File: src/rtl/vga_timing_ctrl.sv
// 640x480@60 VGA timing: free-running h/v counters, combinational pixel coordinate
// out to the pixel generators, and one register stage aligning colour with sync.
module vga_timing_ctrl #(
    parameter int H_SYNC   = 96,
    parameter int H_BACK   = 48,
    parameter int H_ACTIVE = 640,
    parameter int H_FRONT  = 16,
    parameter int V_SYNC   = 2,
    parameter int V_BACK   = 33,
    parameter int V_ACTIVE = 480,
    parameter int V_FRONT  = 10,
    parameter int SYNC_POL = 0
) (
    input  logic        vga_clk,
    input  logic        rst_n,
    input  logic [23:0] pos_data,
    output logic [9:0]  pos_x,
    output logic [9:0]  pos_y,
    output logic        hsync,
    output logic        vsync,
    output logic [11:0] rgb,
    output logic        data_en,
    output logic        frame_start
);

    localparam int H_TOTAL = H_SYNC + H_BACK + H_ACTIVE + H_FRONT;
    localparam int V_TOTAL = V_SYNC + V_BACK + V_ACTIVE + V_FRONT;

    localparam logic [9:0] H_LAST  = 10'(H_TOTAL - 1);
    localparam logic [9:0] V_LAST  = 10'(V_TOTAL - 1);
    localparam logic [9:0] H_SYNCW = 10'(H_SYNC);
    localparam logic [9:0] V_SYNCW = 10'(V_SYNC);
    localparam logic [9:0] H_ACT_S = 10'(H_SYNC + H_BACK);
    localparam logic [9:0] H_ACT_E = 10'(H_SYNC + H_BACK + H_ACTIVE);
    localparam logic [9:0] V_ACT_S = 10'(V_SYNC + V_BACK);
    localparam logic [9:0] V_ACT_E = 10'(V_SYNC + V_BACK + V_ACTIVE);
    localparam logic       SYNC_ON = 1'(SYNC_POL);

    logic [9:0]  h_cnt_q, h_cnt_d;
    logic [9:0]  v_cnt_q, v_cnt_d;
    logic        hsync_q, hsync_d;
    logic        vsync_q, vsync_d;
    logic [11:0] rgb_q, rgb_d;
    logic        data_en_q, data_en_d;
    logic        frame_start_q, frame_start_d;

    logic h_wrap, h_act, v_act, act;

    // Only the top nibble of each colour channel reaches the 4-bit DAC.
    logic unused_pos_data;
    assign unused_pos_data = ^{pos_data[19:16], pos_data[11:8], pos_data[3:0]};

    always_comb begin
        h_wrap  = (h_cnt_q == H_LAST);
        h_cnt_d = h_wrap ? 10'd0 : h_cnt_q + 10'd1;
        v_cnt_d = v_cnt_q;
        if (h_wrap) begin
            v_cnt_d = (v_cnt_q == V_LAST) ? 10'd0 : v_cnt_q + 10'd1;
        end
    end

    always_comb begin
        h_act = (h_cnt_q >= H_ACT_S) && (h_cnt_q < H_ACT_E);
        v_act = (v_cnt_q >= V_ACT_S) && (v_cnt_q < V_ACT_E);
        act   = h_act && v_act;
        pos_x = act ? h_cnt_q - H_ACT_S : 10'd0;
        pos_y = act ? v_cnt_q - V_ACT_S : 10'd0;
    end

    always_comb begin
        hsync_d       = (h_cnt_q < H_SYNCW) ? SYNC_ON : ~SYNC_ON;
        vsync_d       = (v_cnt_q < V_SYNCW) ? SYNC_ON : ~SYNC_ON;
        data_en_d     = act;
        rgb_d         = act ? {pos_data[23:20], pos_data[15:12], pos_data[7:4]} : 12'h000;
        frame_start_d = (h_cnt_q == 10'd0) && (v_cnt_q == 10'd0);
    end

    always_ff @(posedge vga_clk or negedge rst_n) begin
        if (!rst_n) begin
            h_cnt_q       <= 10'd0;
            v_cnt_q       <= 10'd0;
            hsync_q       <= ~SYNC_ON;
            vsync_q       <= ~SYNC_ON;
            rgb_q         <= 12'h000;
            data_en_q     <= 1'b0;
            frame_start_q <= 1'b0;
        end else begin
            h_cnt_q       <= h_cnt_d;
            v_cnt_q       <= v_cnt_d;
            hsync_q       <= hsync_d;
            vsync_q       <= vsync_d;
            rgb_q         <= rgb_d;
            data_en_q     <= data_en_d;
            frame_start_q <= frame_start_d;
        end
    end

    assign hsync       = hsync_q;
    assign vsync       = vsync_q;
    assign rgb         = rgb_q;
    assign data_en     = data_en_q;
    assign frame_start = frame_start_q;

endmodule

File: config.mk
export PLATFORM = sky130hd
export DESIGN_NAME = vga_timing_ctrl
export DESIGN_NICKNAME = d
export VERILOG_FILES = /design/src/rtl/vga_timing_ctrl.sv
export SDC_FILE = /design/constraint.sdc
export NUM_CORES = 1
export LEC_CHECK = 0
export ABC_CLOCK_PERIOD_IN_PS = 5470
export CAP_MARGIN = 10
export CORE_MARGIN = 1.5
export CORE_UTILIZATION = 29
export DETAILED_ROUTE_END_ITERATION = 16
export MAX_ROUTING_LAYER = met4
export PLACE_DENSITY = 0.6
export REMOVE_ABC_BUFFERS = 1
export SLEW_MARGIN = 20
export SYNTH_ARGS = -nofsm -noshare
export SYNTH_HDL_FRONTEND = slang
export SYNTH_SLANG_ARGS = --single-unit
File: constraint.sdc
create_clock -name vga_clk -period 5.47 [get_ports vga_clk]
set_clock_uncertainty 0.1 [all_clocks]
set_input_delay 0.547 -clock vga_clk [delete_from_list [all_inputs] [get_ports vga_clk]]
set_output_delay 0.547 -clock vga_clk [all_outputs]
set_load 0.1 [all_outputs]
* Word level (Yosys, flattened, before mapping)
Cells that the tools add are included.
Storage, ports and cells: register bits 36, input bits 26, output and inout port bits 36, word-level logic and storage cells 32
Cells by class: add/subtract/negate cells 4, magnitude comparators 6, eq/ne operators 2, mux-type cells 7, reduce and logical (&&, ||, !) cells 6
Operator list (count):
- 10-bit 2-to-1 mux | 4
- 10-bit by 1-bit adder with 10-bit output (second input constant) | 2
- 10-bit == test (second input constant) | 2
- 10-bit logical NOT | 2
- 10-bit < comparator (second input constant) | 2
- 12-bit 2-to-1 mux | 1
- 10-bit by 6-bit greater-or-equal comparator with 1-bit output (second input constant) | 1
- 10-bit by 8-bit greater-or-equal comparator with 1-bit output (second input constant) | 1
- 10-bit by 2-bit < comparator with 1-bit output (second input constant) | 1
- 10-bit by 7-bit < comparator with 1-bit output (second input constant) | 1
- 10-bit by 6-bit subtractor with 10-bit output (second input constant) | 1
- 10-bit by 8-bit subtractor with 10-bit output (second input constant) | 1
- 1-bit logical AND | 4
- 1-bit 2-to-1 mux | 2

* Longest topological paths before layout
Gate-level depths: netlist of run 1.
depth after elaboration 4, gate-level depth with buffers 7, gate-level depth less buffers 6

* Worst setup path after synthesis of run 1
OpenSTA, ideal clock, no wires.
kind flip-flop to output port, start register v_cnt_q[0], end output pos_y[4], arrival time 4.027 ns, required time 4.823 ns, path slack 0.796 ns, stages on the path, launching flop included 6, path buffers 0, cells stage by stage dfrtp_1 > ha_1 > or4_1 > o21a_1 > a311o_4 > a211oi_1
Between the ends: longest elaborated chain between the ends 4, elaborated cells between the ends (all ways) 6
RTL lines:
- start, declared | line 40 | logic [9:0] v_cnt_q, v_cnt_d;
- start signal, assigned | line 89 | v_cnt_q <= v_cnt_d;
- 10-bit by 6-bit greater-or-equal comparator with 1-bit output / 10-bit < comparator (equally long branches) | line 64 | v_act = (v_cnt_q >= V_ACT_S) && (v_cnt_q < V_ACT_E);
- 1-bit logical AND | line 64
- 1-bit logical AND | line 65 | act = h_act && v_act;
- 10-bit 2-to-1 mux (*) | line 67 | pos_y = act ? v_cnt_q - V_ACT_S : 10'd0;
- end, declared | line 18 | output logic [9:0] pos_y,
Every way passes the cells marked *; elsewhere a longest branch is shown, timed or not.

* Worst setup path in the final report of run 1
start register v_cnt_q[0], end output pos_x[8]
Between the ends: longest elaborated chain between the ends 4, elaborated cells between the ends (all ways) 5
RTL lines:
- 10-bit by 6-bit greater-or-equal comparator with 1-bit output / 10-bit < comparator (equally long branches) | line 64
- 1-bit logical AND (*) | line 64
- 1-bit logical AND (*) | line 65
- 10-bit 2-to-1 mux (*) | line 66 | pos_x = act ? h_cnt_q - H_ACT_S : 10'd0;
- end, declared | line 17 | output logic [9:0] pos_x,
Marks and branches as above.

==> flow_summary.toml, run 1 <==
[synthesis]
synth_ff_type = "dfrtp_1"
yosys_warnings = 0
ys_types = 43
synth_edf_count = 0
ys_async_sr_fraction_pct = 100
ys_ff_latch = 36
synth_seq_area_share_pct = 40.8
synth_area_sq_mm = 0.00221
synthCells = 215
syn_area_per_cell_sq_um = 10.3

[clocking]
ctsHtreeMaxLevel = 2
insertion_delay_ps = 290
numCtsBuffers = 5
hold_buffers = 0
clk_path_buf_depth = 2
cts_sinks = 36
postCtsResizedCells = 0
clkTransAtPathRegs_ps = 70
cts_tree = "yes"
cts_root_buffer = "clkbuf_8"
cts_setup_buffers = 0

[timing]
slew-limit-headroom_pct = 34.0
hold_viol = 0
max_clock_freq_ghz = 0.220
worst_slew_pin_slew_ps = 987
rsz0062_at_grt = "no"
fin_crit_sh_pct = 83.0
drv_slew = 0
min_period_ps = 4540
setup_tns_ps = 0
setup_viol = 0

[worst_setup_path]
critPathTopFamily = "buffers and inverters"
arrival_ps = 3890
crit_path_max_fanout = 33
r2r-start = "v_cnt_q[0]$_DFFE_PN0N_"
path_cells = "ha_1 -> or4_1 -> o21a_1 -> a311o_4 -> nor4b_2 -> clkdlybuf4s50_1"
worstSetupStartpointType = "flop"
max_stage_delay_ps = 1180
endpoint_kind = "primary output"
cp_num_buf_inv = 1
crit_start = "v_cnt_q[0]$_DFFE_PN0N_"
crit_path_top_delay_cell = "clkdlybuf4s50_1"
critPathKind = "flop to primary output"
crit_required_ps = 4820

[drt]
drt-pass1-iter-count = 4
routed_wl_um = 4660
ant_nets = 0
vias_per_cell = 4.62
drt_iter0_markers = 95
vias = 1650
routedWlPerCell_um = 13.1
drc = 0

[pwr]
p_per_area_mw_per_mm2 = 167
switchingPower_mw = 0.100
vdd_drop_max_mv = 0.0781
p_clk_share_pct = 40.9
p_comb_share_pct = 3.3
power.internal_mw = 0.377
p_leak_nw = 1.15
power_switching_share_pct = 21.0
seq_power_share_pct = 55.8

[flow_run]
max_cap_viol_count = 0

[placement]
finalWeightedCongestion = 0.774
hpwl_um = 3170
dp_cells = 349
io_buffers = 49

[global_routing]
first_global_vias = 1536
grt_max_degree = 37
track_usage_pct = 12.2
gr-total-overflow = 0
grt_pass1_wl_um = 7800
antenna_found_initial = 0

[worst_hold_path]
hp-class = "flop to flop"
hold_start = "h_cnt_q[0]$_DFF_PN0_"

[final_layout]
drive_gt1_share_pct = 18.2
area_growth_pct = 29.1
n_antenna_cell = 0
fin_cells = 357
nNetsFinal = 291

[status]
status = "finished clean"

[floorplanning]
coreArea_sq_mm = 0.00733
num_rows = 31
io-pin-count = 62
die_area_sq_mm = 0.00817
die_y_um = 90.4
initial_core_util_pct = 30.2
die_w_um = 90.4
-- layout by cell type (no fill, tap or decap), types with 4 or more instances in the layout --
| cell | Yosys | routed |
|---|---|---|
| nand2_1 | 12 | 12 |
| a21o_1 | 4 | 4 |
| o21ai_0 | 7 | 7 |
| clkbuf_8 | 0 | 6 |
| clkdlybuf4s50_1 | 0 | 49 |
| xnor2_1 | 11 | 11 |
| inv_1 | 9 | 9 |
| a21oi_1 | 6 | 6 |
| nand3_1 | 8 | 8 |
| nand4_1 | 4 | 4 |
| and3_1 | 4 | 4 |
| nor2_1 | 12 | 12 |
| xor2_1 | 7 | 7 |
| nor4_1 | 5 | 5 |
| nor3_2 | 15 | 15 |
| ha_1 | 8 | 8 |
| or3_1 | 5 | 5 |
| dfrtp_1 | 34 | 34 |
| nor3b_2 | 15 | 14 |
| nor3_1 | 6 | 6 |
-- logic make-up after synthesis --
| kind of cell | count (synthesis) | share of synthesized area (%) |
|---|---|---|
| AO/OA/AOI/OAI | 27 | 8.70 |
| XOR/XNOR | 18 | 7.12 |
| adder cells (fa/ha/maj) | 8 | 4.52 |
| buffers and inverters | 26 | 5.65 |
| flip-flops | 36 | 40.8 |
| multiplexers | 1 | 0.452 |
| AND/OR/NAND/NOR | 99 | 32.8 |
-- power by group through the flow --
stage	clock network [mW]	registers, mW	logic, mW
after CTS	0.206	0.266	0.0166
after detailed placement	0	0.271	0.0163
final	0.195	0.266	0.0158
after global placement	0	0.271	0.0166
after floorplan	0	0.271	0.00159
after global routing	0.212	0.266	0.0177
-- flip-flops by register name, indices dropped and copies added (netlist names) --
| register | cells |
|---|---|
| rgb | 12 |
| v_cnt_q | 10 |
| data_en | 1 |
| h_cnt_q | 10 |
| frame_start | 1 |
| vsync | 1 |
| hsync | 1 |
-- cells in the mapped netlist, types with 2 or more instances --
cell / number / area (sq um)
a2111o_1: 2 / 22.5
a21o_1: 4 / 30.0
a21oi_1: 6 / 30.0
a22o_1: 2 / 17.5
and3_1: 4 / 25.0
buf_2: 4 / 20.0
buf_6: 3 / 33.8
clkbuf_1: 9 / 33.8
dfrtp_1: 34 / 851
dfstp_2: 2 / 52.6
ha_1: 8 / 100
inv_1: 9 / 33.8
nand2_1: 12 / 45.0
nand3_1: 8 / 40.0
nand4_1: 4 / 25.0
nor2_1: 12 / 45.0
nor3_1: 6 / 30.0
nor3_2: 15 / 150
nor3b_1: 2 / 15.0
nor3b_2: 15 / 188
nor4_1: 5 / 31.3
o21ai_0: 7 / 35.0
or3_1: 5 / 31.3
or4_1: 2 / 15.0
xnor2_1: 11 / 96.3
xor2_1: 7 / 61.3
-- routing by layer --
layer | wire, um | track usage [%] | up-vias | part of all wire [%]
met1 | 2350 | 16.7 | 755 | 50
met2 | 2070 | 17.6 | 43 | 44
li1 | - | - | 848 | -
met4 | 48 | 3.97 | 0 | 1.0
met3 | 188 | 3.20 | 4 | 4.0
met5 | 0 | - | - | 0
-- final cells by class --
cell class / instances / area (sq um)
Inverter: 9 / 33.8
Clock buffer: 6 / 82.6
Fill cell: 711 / 4470
Clock inverter: 2 / 10.0
Timing Repair Buffer: 52 / 513
Sequential cell: 36 / 903
Tap cell: 99 / 124
Multi-Input combinational cell: 153 / 1190
-- worst paths after layout --
check	to	slack [ps]	depth (start not counted)
worst min-delay path	h_cnt_q[0]$_DFF_PN0_	390	1
worst min register to register	h_cnt_q[0]$_DFF_PN0_	390	1
max in group asynchronous	hsync$_DFF_PN1_	4330	2
min in group asynchronous	rgb[2]$_DFF_PN0_	580	2
worst max register to register	rgb[11]$_DFF_PN0_	2930	5
worst max-delay path	pos_x[8]	930	6
-- through the flow --
stage               power [mW]  util, %  worst slack, ps  hold slack, ps  area (sq um)
global placement         0.288     37.7             1270             389          2770
finish                   0.477     39.0              932             393          2860
floorplan                0.273        -              542             151          2120
global route             0.496     39.0              762             422          2860
CTS                      0.489     39.0              901             400          2860
detailed placement       0.288     37.7             1220             389          2770
Note: power is estimated with default switching activity, not from simulation.
==> inputs of run 2 (changes only) <==
Settings changed: ABC_CLOCK_PERIOD_IN_PS 5470 to 4450.
Clock period 5.47 ns to 4.45 ns, I/O delays scaled along.
==> run 2 against run 1 <==
Non-clock buffer count unchanged. Wire length increased by 0.34%. Utilization decreased by 0.58 points. First-iteration DRC count increased by 23%. Sequential share of layout area increased by 0.48 points. Total power increased by 26%. Sequential power increased by 23%. Cell count unchanged. Clock-buffer cell count increased by 2. Combinational power increased by 23%. Die area unchanged. Largest cell class unchanged.
==> flow_summary.toml, run 2 (synthesized netlist as in run 1, its figures left out) <==
[drt]
drt-pass1-iter-count = 4
drt_iter0_markers = 117
vias = 1695
drc = 0
ant_nets = 0
routed_wl_um = 4680
vias_per_cell = 4.75
routedWlPerCell_um = 13.1

[timing]
drv_slew = 0
setup_viol = 0
max_clock_freq_ghz = 0.282
rsz0062_at_grt = "no"
hold_viol = 0
slew-limit-headroom_pct = 35.1
fin_hold_ws_ps = 394
fin_crit_sh_pct = 79.6
worst_slew_pin_slew_ps = 970
min_period_ps = 3540

[worst_hold_path]
hp-class = "flop to flop"

[pwr]
p_leak_nw = 1.19
p_per_area_mw_per_mm2 = 213
vdd_drop_max_mv = 0.103
power_mw = 0.599

[floorplanning]
die_y_um = 90.4
initial_core_util_pct = 30.2
num_rows = 31
die_w_um = 90.4
die_area_sq_mm = 0.00817
io-pin-count = 62
coreArea_sq_mm = 0.00733

[clocking]
cts_sinks = 36
ctsHtreeMaxLevel = 2
cts_tree = "yes"
clk_path_buf_depth = 2
hold_buffers = 0
cts_setup_buffers = 0
cts_root_buffer = "clkbuf_8"
insertion_delay_ps = 280
numCtsBuffers = 5
clkTransAtPathRegs_ps = 70
postCtsResizedCells = 0

[final_layout]
nNetsFinal = 291
n_antenna_cell = 0
mostFrequentLayoutCell = "dfrtp_1"
largest_reg_flops = 12
area_growth_pct = 27.2
final_cell_mix = "dfrtp_1 (34), clkdlybuf4s50_1 (29), buf_4 (23)"
drive_gt1_share_pct = 25.6

[global_routing]
grt_max_degree = 37
first_global_vias = 1644
track_usage_pct = 12.6
grt_pass1_wl_um = 8100
antenna_found_initial = 0
gr-total-overflow = 0

[placement]
hpwl_um = 3250
finalWeightedCongestion = 0.782
io_buffers = 49

[worst_setup_path]
crit_path_max_fanout = 33
worstSetupStartpointType = "flop"
endpoint_kind = "primary output"
arrival_ps = 3000
crit_required_ps = 3900
critPathKind = "flop to primary output"

[status]
status = "finished clean"

[flow_run]
max_cap_viol_count = 0
run 2: path summary, 6_finish.rpt:
path / start / slack, ps / cells past startpoint / end
worst max-delay path: v_cnt_q[0]$_DFFE_PN0N_ / 910 / 6 / pos_x[8]
worst min-delay path: h_cnt_q[0]$_DFF_PN0_ / 390 / 1 / h_cnt_q[0]$_DFF_PN0_
worst max register to register: v_cnt_q[0]$_DFFE_PN0N_ / 1930 / 5 / rgb[11]$_DFF_PN0_
worst min register to register: h_cnt_q[0]$_DFF_PN0_ / 390 / 1 / h_cnt_q[0]$_DFF_PN0_
max in group asynchronous: rst_n / 3420 / 2 / vsync$_DFF_PN1_
min in group asynchronous: rst_n / 480 / 2 / rgb[2]$_DFF_PN0_
run 2: final cells by class:
class                   count  area [sq um]
clock buffers               8           100
fillers                   693          4510
inverters                   9          33.8
multi-input cells         153          1190
flip-flops and latches     36           903
well taps                  99           124
repair buffers             52           463
run 2: per-layer routing:
metal	vias to the layer above	share of wire (%)	GRT usage [%]
li1	849	-	-
met1	795	48	17.0
met2	47	46	18.4
met3	4	5.0	3.37
met4	0	1.2	4.23
met5	-	0	-
run 2: worst max-delay path, cell delays in order, from the launching register on:
cell	delay, ps
dfrtp_1	480
ha_1	320
or4_1	510
o21a_1	220
a311o_4	540
nor4b_2	310
buf_4	330
run 2: per-stage QoR:
stage                     area, sq um  utilization (%)  worst slack (ps)  std cells  setup TNS [ps]
after CTS                        2820             38.4               872        357               0
final                            2820             38.4               908        357               0
after detailed placement         2720             37.1              1170        349               0
after global routing             2820             38.4               706        357               0
after global placement           2720             37.1              1210        349               0
after floorplan                  2120                -              -376        198            -376
run 2: report_power, final:
part           switching [mW]  internal [mW]  leakage, nW
clock                   0.111          0.141       0.0515
combinational         0.00728         0.0122        0.656
sequential                  0          0.327        0.481
==> inputs of run 3 (changes only) <==
Settings changed: ABC_CLOCK_PERIOD_IN_PS 4450 to 3600.
Clock period 4.45 ns to 3.6 ns, I/O delays scaled along.
==> run 3 against run 2 <==
Total power up 19%. Critical path depth unchanged. Cell count up 0.56%. Worst hold slack worse by 2.9 ps. Global-route usage up 0.17 points.
==> flow_summary.toml, run 3 (synthesized netlist as in run 1, its figures left out) <==
[timing]
slew-limit-headroom_pct = 34.7
setup_slack_ps = 187
setup_viol = 0
drv_slew = 0
max_clock_freq_ghz = 0.293
hold_viol = 0
worst_slew_pin_slew_ps = 976
rsz0062_at_grt = "no"
fin_crit_sh_pct = 94.8
min_period_ps = 3410

[clocking]
clkTransAtPathRegs_ps = 80
insertion_delay_ps = 290
cts_root_buffer = "clkbuf_8"
postCtsResizedCells = 0
cts_tree = "yes"
cts_sinks = 36
numCtsBuffers = 5
ctsHtreeMaxLevel = 2
cts_setup_buffers = 0
clk_path_buf_depth = 2
hold_buffers = 0

[final_layout]
post-route-util_pct = 41.8
final_cell_mix = "dfrtp_1 (34), clkdlybuf4s50_1 (29), buf_12 (20)"
mostFrequentLayoutCell = "dfrtp_1"
nFillCells = 696
area_growth_pct = 38.3
n_antenna_cell = 0
nNetsFinal = 293
drive_gt1_share_pct = 25.8
largest_reg_flops = 12
fin_cells = 359
design_area_sq_mm = 0.00306

[worst_setup_path]
endpoint_kind = "primary output"
crit_path_top_delay_cell = "or4_1"
cp_num_buf_inv = 1
crit_required_ps = 3140
crit_path_max_fanout = 24
worstSetupStartpointType = "flop"
path_cells = "ha_1 -> or4_1 -> o21a_1 -> a311o_4 -> a211oi_1 -> buf_12"
critPathKind = "flop to primary output"
critPathTopFamily = "compound AO/OA/AOI/OAI gates"
max_stage_delay_ps = 510
arrival_ps = 2950

[drt]
vias = 1725
drt_iter0_markers = 92
vias_per_cell = 4.81
drt-pass1-iter-count = 4
routedWlPerCell_um = 13.4
routed_wl_um = 4830
ant_nets = 0
drc = 0

[floorplanning]
die_w_um = 90.4
num_rows = 31
die_area_sq_mm = 0.00817
io-pin-count = 62
initial_core_util_pct = 30.2
coreArea_sq_mm = 0.00733
die_y_um = 90.4

[global_routing]
gr-total-overflow = 0
first_global_vias = 1639
grt_pass1_wl_um = 8160
antenna_found_initial = 0
grt_max_degree = 37
track_usage_pct = 12.8

[placement]
dp_cells = 351
finalWeightedCongestion = 0.841
placed_cell_area_sq_mm = 0.00298
hpwl_um = 3370
io_buffers = 49
place_ws_ps = 496

[pwr]
p_per_area_mw_per_mm2 = 232
vdd_drop_max_mv = 0.115
power_mw = 0.711
p_leak_nw = 1.24

[worst_hold_path]
hp-class = "input pin to asynchronous set/reset pin"

[flow_run]
max_cap_viol_count = 0

[status]
status = "finished clean"
## run 3: cell count changes in the layout (fill, tap and decap cells not counted), sizes merged
cell    before  now
buf         23   25
clkbuf       8    7
clkinv       0    1
## run 3: layer usage
layer	up-vias	part of all wire, %	track usage [%]	wire length (um)
met1	811	47	16.4	2250
li1	855	-	-	-
met4	0	1.1	3.17	55
met2	53	46	19.9	2240
met3	6	5.7	3.87	277
met5	-	0	-	0
## run 3: metrics by stage
step                hold slack [ps]  TNS [ps]
global placement                383         0
global route                    434         0
finish                          391         0
floorplan                     -35.6    -12650
detailed placement              391         0
CTS                             401         0
## run 3: path summary, 6_finish.rpt
kind | startpoint | depth (start not counted) | slack, ps | end
hold reg to reg | h_cnt_q[0]$_DFF_PN0_ | 1 | 390 | h_cnt_q[0]$_DFF_PN0_
setup / recovery | v_cnt_q[1]$_DFFE_PN0N_ | 6 | 190 | pos_y[4]
min in group vga_clk | h_cnt_q[0]$_DFF_PN0_ | 1 | 390 | h_cnt_q[0]$_DFF_PN0_
max in group asynchronous | rst_n | 2 | 2650 | hsync$_DFF_PN1_
hold / removal | rst_n | 2 | 390 | h_cnt_q[2]$_DFF_PN0_
setup reg to reg | v_cnt_q[1]$_DFFE_PN0N_ | 6 | 970 | rgb[11]$_DFF_PN0_
## run 3: report_power, final
part / internal, mW / switching (mW)
clock: 0.136 / 0.147
combinational: 0.0151 / 0.00919
sequential: 0.404 / 0
## run 3: layout make-up
class / count / area, sq um / area share (%)
clock buffers: 7 / 76.3 / 2.49
clock inverters: 1 / 5.00 / 0.163
inverters: 9 / 33.8 / 1.10
multi-input cells: 153 / 1190 / 38.9
flip-flops and latches: 36 / 903 / 29.5
well taps: 99 / 124 / 4.04
repair buffers: 54 / 728 / 23.8
